$ cat config.mk
export PLATFORM = sky130hd
export DESIGN_NAME = mseq_bit_packer
export DESIGN_NICKNAME = d
export VERILOG_FILES = /design/src/rtl/mseq_pkg.sv /design/src/rtl/mseq_sync_fifo.sv /design/src/rtl/mseq_bit_packer.sv
export SDC_FILE = /design/constraint.sdc
export NUM_CORES = 1
export LEC_CHECK = 0
export CAP_MARGIN = 5
export CORE_MARGIN = 2
export CORE_UTILIZATION = 25
export CTS_BUF_LIST = sky130_fd_sc_hd__clkbuf_4 sky130_fd_sc_hd__clkbuf_8
export CTS_CLUSTER_SIZE = 12
export DETAILED_ROUTE_END_ITERATION = 10
export SYNTH_ARGS = -nofsm -noshare
export SYNTH_HDL_FRONTEND = slang
export SYNTH_SLANG_ARGS = --single-unit
$ cat constraint.sdc
create_clock -name MSEQ_clk -period 4.75 [get_ports MSEQ_clk]
set_input_delay 0.7125 -clock MSEQ_clk [delete_from_list [all_inputs] [get_ports MSEQ_clk]]
set_output_delay 0.7125 -clock MSEQ_clk [all_outputs]
set_load 0.02 [all_outputs]
$ cat src/rtl/mseq_pkg.sv
// Shared defaults, width helpers and the assembly state type for the
// M-sequence bit packer.
package mseq_pkg;

  localparam int MSEQ_IN_WIDTH  = 16;
  localparam int MSEQ_OUT_WIDTH = 64;

  typedef enum logic {
    ST_IDLE = 1'b0,
    ST_FILL = 1'b1
  } asm_state_e;

  function automatic int lanes_f(input int out_w, input int in_w);
    return out_w / in_w;
  endfunction

  // One FIFO entry holds {last, keep, data}
  function automatic int entry_width_f(input int out_w, input int in_w);
    return 1 + lanes_f(out_w, in_w) + out_w;
  endfunction

  function automatic bit widths_ok_f(input int out_w, input int in_w);
    return (in_w > 0) && (out_w >= in_w) && ((out_w % in_w) == 0);
  endfunction

endpackage

$ cat src/rtl/mseq_sync_fifo.sv
// First-word-fall-through synchronous FIFO; a push into a full FIFO is only
// taken when a pop happens on the same edge.
module mseq_sync_fifo
  import mseq_pkg::*;
#(
  parameter int WIDTH = 8,
  parameter int DEPTH = 4
) (
  input  logic                         MSEQ_clk,
  input  logic                         MSEQ_rst_n,
  input  logic                         i_push,
  input  logic [WIDTH-1:0]             i_wdata,
  input  logic                         i_pop,
  output logic [WIDTH-1:0]             o_rdata,
  output logic                         o_full,
  output logic                         o_empty,
  output logic [$clog2(DEPTH+1)-1:0]   o_count
);

  localparam int PTR_W = $clog2(DEPTH);
  localparam int CNT_W = $clog2(DEPTH + 1);

  logic [WIDTH-1:0] r_mem [DEPTH];
  logic [PTR_W-1:0] r_wr_ptr;
  logic [PTR_W-1:0] r_rd_ptr;
  logic [CNT_W-1:0] r_count;
  logic             w_do_pop;
  logic             w_do_push;

  assign o_empty   = (r_count == '0);
  assign o_full    = (r_count == CNT_W'(DEPTH));
  assign w_do_pop  = i_pop && !o_empty;
  assign w_do_push = i_push && (!o_full || w_do_pop);

  always_ff @(posedge MSEQ_clk) begin
    if (!MSEQ_rst_n) begin
      r_wr_ptr <= '0;
      r_rd_ptr <= '0;
      r_count  <= '0;
    end else begin
      if (w_do_push) r_wr_ptr <= r_wr_ptr + PTR_W'(1);
      if (w_do_pop)  r_rd_ptr <= r_rd_ptr + PTR_W'(1);
      case ({w_do_push, w_do_pop})
        2'b10:   r_count <= r_count + CNT_W'(1);
        2'b01:   r_count <= r_count - CNT_W'(1);
        default: r_count <= r_count;
      endcase
    end
  end

  // Storage needs no reset: the head is masked while the FIFO is empty
  always_ff @(posedge MSEQ_clk) begin
    if (MSEQ_rst_n && w_do_push) r_mem[r_wr_ptr] <= i_wdata;
  end

  assign o_rdata = o_empty ? '0 : r_mem[r_rd_ptr];
  assign o_count = r_count;

endmodule

$ cat src/rtl/mseq_bit_packer.sv
// Packs M-sequence beats little-endian into wide words, queues them in a small
// FWFT FIFO and counts words dropped because the FIFO was full.
module mseq_bit_packer
  import mseq_pkg::*;
#(
  parameter  int IN_WIDTH       = MSEQ_IN_WIDTH,
  parameter  int OUT_WIDTH      = MSEQ_OUT_WIDTH,
  parameter  int FIFO_DEPTH     = 4,
  parameter  int DROP_CNT_WIDTH = 16,
  localparam int LANES          = lanes_f(OUT_WIDTH, IN_WIDTH),
  localparam int FILL_W         = $clog2(FIFO_DEPTH + 1)
) (
  input  logic                      MSEQ_clk,
  input  logic                      MSEQ_rst_n,
  input  logic [IN_WIDTH-1:0]       MSEQ_din,
  input  logic                      MSEQ_din_vld,
  input  logic                      MSEQ_flush,
  output logic [OUT_WIDTH-1:0]      MSEQ_dout,
  output logic [LANES-1:0]          MSEQ_dout_keep,
  output logic                      MSEQ_dout_last,
  output logic                      MSEQ_dout_vld,
  input  logic                      MSEQ_dout_rdy,
  output logic [FILL_W-1:0]         MSEQ_fill_lvl,
  output logic                      MSEQ_ovf,
  output logic [DROP_CNT_WIDTH-1:0] MSEQ_drop_cnt
);

  localparam int IDX_W   = (LANES > 1) ? $clog2(LANES) : 1;
  localparam int ENTRY_W = entry_width_f(OUT_WIDTH, IN_WIDTH);

  if (!widths_ok_f(OUT_WIDTH, IN_WIDTH)) begin : g_bad_widths
    $error("mseq_bit_packer: OUT_WIDTH must be a multiple of IN_WIDTH");
  end
  if ((FIFO_DEPTH < 2) || ((FIFO_DEPTH & (FIFO_DEPTH - 1)) != 0)) begin : g_bad_depth
    $error("mseq_bit_packer: FIFO_DEPTH must be a power of 2, at least 2");
  end

  asm_state_e                r_state;
  asm_state_e                w_state_next;
  logic [IDX_W-1:0]          r_idx;
  logic [OUT_WIDTH-1:0]      r_data;
  logic [OUT_WIDTH-1:0]      w_data_next;
  logic [LANES-1:0]          r_keep;
  logic [LANES-1:0]          w_keep_next;
  logic                      w_full_close;
  logic                      w_flush_close;
  logic                      w_close;
  logic                      w_pop;
  logic                      w_drop;
  logic                      w_fifo_full;
  logic                      w_fifo_empty;
  logic [ENTRY_W-1:0]        w_wr_entry;
  logic [ENTRY_W-1:0]        w_rd_entry;
  logic                      r_ovf;
  logic [DROP_CNT_WIDTH-1:0] r_drop_cnt;

  assign w_full_close  = MSEQ_din_vld && (r_idx == IDX_W'(LANES - 1));
  assign w_flush_close = MSEQ_flush && (MSEQ_din_vld || (r_state == ST_FILL));
  assign w_close       = w_full_close || w_flush_close;

  // Word as it stands once this cycle's beat (if any) is merged in
  always_comb begin
    w_data_next = r_data;
    w_keep_next = r_keep;
    for (int l = 0; l < LANES; l++) begin
      if (MSEQ_din_vld && (r_idx == IDX_W'(l))) begin
        w_data_next[l*IN_WIDTH +: IN_WIDTH] = MSEQ_din;
        w_keep_next[l]                      = 1'b1;
      end
    end
  end

  always_ff @(posedge MSEQ_clk) begin
    if (!MSEQ_rst_n) r_state <= ST_IDLE;
    else             r_state <= w_state_next;
  end

  always_comb begin
    w_state_next = r_state;
    case (r_state)
      ST_IDLE: if (MSEQ_din_vld && !w_close) w_state_next = ST_FILL;
      ST_FILL: if (w_close)                  w_state_next = ST_IDLE;
      default:                               w_state_next = ST_IDLE;
    endcase
  end

  always_ff @(posedge MSEQ_clk) begin
    if (!MSEQ_rst_n || w_close) begin
      r_idx  <= '0;
      r_data <= '0;
      r_keep <= '0;
    end else if (MSEQ_din_vld) begin
      r_idx  <= r_idx + IDX_W'(1);
      r_data <= w_data_next;
      r_keep <= w_keep_next;
    end
  end

  // Upstream cannot stall, so a close into a full, non-draining FIFO is lost
  assign w_pop      = !w_fifo_empty && MSEQ_dout_rdy;
  assign w_drop     = w_close && w_fifo_full && !w_pop;
  assign w_wr_entry = {MSEQ_flush, w_keep_next, w_data_next};

  mseq_sync_fifo #(
    .WIDTH (ENTRY_W),
    .DEPTH (FIFO_DEPTH)
  ) u_fifo (
    .MSEQ_clk   (MSEQ_clk),
    .MSEQ_rst_n (MSEQ_rst_n),
    .i_push     (w_close),
    .i_wdata    (w_wr_entry),
    .i_pop      (w_pop),
    .o_rdata    (w_rd_entry),
    .o_full     (w_fifo_full),
    .o_empty    (w_fifo_empty),
    .o_count    (MSEQ_fill_lvl)
  );

  always_ff @(posedge MSEQ_clk) begin
    if (!MSEQ_rst_n) begin
      r_ovf      <= 1'b0;
      r_drop_cnt <= '0;
    end else if (w_drop) begin
      r_ovf <= 1'b1;
      if (r_drop_cnt != '1) r_drop_cnt <= r_drop_cnt + DROP_CNT_WIDTH'(1);
    end
  end

  assign {MSEQ_dout_last, MSEQ_dout_keep, MSEQ_dout} = w_rd_entry;
  assign MSEQ_dout_vld = !w_fifo_empty;
  assign MSEQ_ovf      = r_ovf;
  assign MSEQ_drop_cnt = r_drop_cnt;

endmodule
==> results.py <==
metrics = {
    "clock_network": {
        "cts_hold_buf": 0,
        "clk_latency_ns": 0.63,
        "cts_buffers": 57,
        "clock-root-buffer": "clkbuf_8",
        "clk_pin_slew_ns": 0.06,
        "cts_num_sinks": 373,
        "cts_resized": 0,
        "cts_buffer_depth": 3,
        "cts_tree": "done",
        "cts_setup_buffers": 0,
        "cts_max_level": 2,
    },
    "routing": {
        "drt_iter0_drc": 387,
        "wirelength_um": 32500,
        "first_pass_iters": 4,
        "vias_per_cell": 4.21,
        "antenna_left": 0,
        "wl_per_cell_um": 18.2,
        "vias": 7518,
        "post-route-drc-count": 0,
    },
    "worst_setup_path": {
        "crit_fanout": 32,
        "max_stage_delay_ns": 0.82,
        "worst_setup_path_start_kind": "flip-flop",
        "crit_chain": "buf_12 -> mux4_2 -> and2_1 -> clkdlybuf4s50_1",
        "arrival_ns": 3.08,
        "critPathKind": "reg2out",
        "cp.required_ns": 4.04,
        "end_kind": "output pin",
        "crit_slowest_cell": "dfxtp_4",
    },
    "synthesis": {
        "muxShareOfSynthArea_pct": 15.9,
        "ys.flop_type": "edfxtp_1",
        "async_flop_share_pct": 0,
        "synth_enable_flop_cells": 276,
        "synth-simple-area-share_pct": 9.07,
        "synth_compound_area_share_pct": 1.92,
        "yosys.area_share.xor_xnor_pct": 0.361,
        "syn_inst": 830,
        "synth_top_family_by_area": "multiplexers",
        "seq_area_frac_synth_pct": 70.4,
        "netlist_area_um2": 14500,
        "syn-num-nets": 862,
        "ys_ff_latch": 373,
        "syn_area_per_cell_um2": 17.5,
        "ys_types": 48,
        "synth_warnings": 0,
        "synthAdderAreaFrac_pct": 0.998,
    },
    "timing": {
        "setup_ws_ns": 0.954,
        "grt_setup_unrepaired": "no",
        "holdWs_ns": 0.443,
        "tightest_slew_ns": 1.22,
        "finalCriticalPeriod_ns": 3.80,
        "finalSetupTns_ns": 0,
        "finalHoldViolations": 0,
        "fin_crit_sh_pct": 79.9,
        "fin_worst_skew_ns": 0.0313,
        "report.final.slew_viol_count": 0,
        "timing.fmax_mhz": 263,
        "timing.slew.headroom_pct": 18.3,
        "setup_viol": 0,
    },
    "power": {
        "leakagePower_nw": 5.76,
        "seqPwrFrac_pct": 39.6,
        "power.total_mw": 9.51,
        "p_comb_share_pct": 27.6,
        "clkPwrFrac_pct": 32.8,
        "p_per_area_nw_per_um2": 528,
        "peakVddDrop_mv": 0.226,
        "cellInternalPower_mw": 6.75,
        "p_sw_share_pct": 29.1,
        "switchingPower_mw": 2.76,
    },
    "layout": {
        "final_core_util_pct": 31.3,
        "drive_above_1_share_pct": 26.0,
        "stdcell_area_um2": 18000,
        "multi_input_area_um2": 4130,
        "areaGrowthSynthToFinish_pct": 23.9,
        "num_antenna_cells": 0,
        "final_cells": 1784,
        "seq_area_um2": 10200,
        "finalNetCount": 1002,
        "fill_cells": 5591,
    },
    "global_routing": {
        "grt_use_met3_pct": 2.58,
        "grt_start_max_net_pins": 52,
        "grt_pass1_wl_um": 49200,
        "grtUsageMet1_pct": 13.9,
        "grt-busiest-layer": "met2",
        "antenna_found_initial": 2,
        "grt_overflow": 0,
        "grt_use_met2_pct": 18.2,
        "first_global_vias": 7866,
        "track_usage_pct": 10.8,
    },
    "floorplan": {
        "die_h_um": 245,
        "ioPinCount": 111,
        "core-area_um2": 57600,
        "start_util_pct": 25.2,
        "die_w_um": 245,
        "row_count": 88,
        "dieArea_um2": 60100,
    },
    "place": {
        "dp_cells": 1676,
        "hpwl_um": 19900,
        "port_buffers": 110,
        "gp_congestion": 0.720,
        "placed_cell_area_um2": 16600,
        "dp_slack_ns": 1.24,
    },
    "outcome": {
        "status": "complete, no violations",
    },
    "min_path": {
        "hold_class": "reg2reg",
    },
    "run": {
        "drv_cap": 0,
    },
}
critical path, delay by kind of cell (launching register included):
kind / cells / cell delay [ns]
buf+inv: 2 / 0.84
flops: 1 / 0.82
simple gates: 1 / 0.19
mux: 1 / 0.59
kinds of logic after synthesis:
logic type / count (synthesis)
DFF: 373
and+or+nand+nor: 212
muxes: 136
buffers and inverters: 53
AOI/OAI and AO/OA: 39
adders and majority gates: 11
xor gates and xnor gates: 6
power by group through the flow:
stage	combinational [mW]	clock [mW]	sequential, mW
floorplan	1.59	0	3.73
global placement	2.73	0	3.84
detailed placement	2.72	0	3.85
CTS	2.73	3.20	3.78
global route	2.82	3.35	3.80
finish	2.63	3.12	3.77
cell usage in the layout (no fill, tap or decap), types with 4 or more instances in the layout:
| cell | synthesis | final |
|---|---|---|
| clkbuf_8 | 0 | 67 |
| o21ai_0 | 4 | 4 |
| clkbuf_4 | 0 | 13 |
| mux2_2 | 64 | 64 |
| edfxtp_1 | 276 | 276 |
| bufinv_16 | 0 | 8 |
| clkinv_2 | 0 | 14 |
| nor2_1 | 14 | 14 |
| mux4_2 | 69 | 69 |
| buf_12 | 0 | 5 |
| nand2_1 | 11 | 11 |
| nand3_1 | 7 | 6 |
| and3_4 | 0 | 4 |
| buf_4 | 0 | 7 |
| inv_1 | 11 | 11 |
| and2_1 | 72 | 72 |
| o31ai_1 | 6 | 6 |
| ha_1 | 10 | 10 |
| nor2b_1 | 67 | 67 |
| nand2b_1 | 5 | 5 |
| clkdlybuf4s50_1 | 0 | 110 |
| a21oi_1 | 14 | 14 |
| or4_1 | 6 | 6 |
| dfxtp_1 | 97 | 95 |
| clkinv_1 | 1 | 4 |
| nand4_1 | 5 | 5 |
cell usage after synthesis, types with 5 or more instances:
library cell / count / share of area [%]
nor2b_1: 67 / 2.9
clkbuf_1: 31 / 0.80
o31ai_1: 6 / 0.31
nor2_1: 14 / 0.36
a21oi_1: 14 / 0.48
mux4_2: 69 / 11
ha_1: 10 / 0.86
edfxtp_1: 276 / 57
nand2_1: 11 / 0.28
mux2_2: 64 / 5.0
and2_1: 72 / 3.1
buf_2: 9 / 0.31
or4_1: 6 / 0.31
nand4_1: 5 / 0.22
nand3_1: 7 / 0.24
and3_1: 6 / 0.26
dfxtp_1: 97 / 13
nand2b_1: 5 / 0.22
inv_1: 11 / 0.28
worst paths after layout:
path	startpoint	endpoint	slack, ns	cells past startpoint
setup / recovery	flip-flop	MSEQ_dout[8]	0.95	4
hold / removal	r_keep[3]	r_keep[3]	0.44	2
setup reg to reg	r_idx[0]	u_fifo.r_mem[2][48]	2.10	5
hold reg to reg	r_keep[3]	r_keep[3]	0.44	2
layer usage:
metal	wire length (µm)	vias to the layer above
li1	-	3474
met1	14100	3829
met2	16100	166
met3	1700	49
met4	617	0
met5	0	-
registers in the layout, indices dropped and copies added, names as in the netlist, named ones only:
register / count
u_fifo.r_mem: 276
r_data: 64
MSEQ_drop_cnt: 16
r_keep: 4
u_fifo.o_count: 3
r_idx: 2
u_fifo.r_rd_ptr: 2
u_fifo.r_wr_ptr: 2
MSEQ_ovf: 1
r_state: 1
final cells by class:
type | instances | area share (%)
multi-input cells | 404 | 23.0
repair buffers | 122 | 6.96
clock buffers | 80 | 5.66
inverters | 12 | 0.250
flip-flops and latches | 373 | 56.8
clock inverters | 28 | 2.01
well taps | 765 | 5.31
No activity file was read; power rests on OpenSTA's default activity.
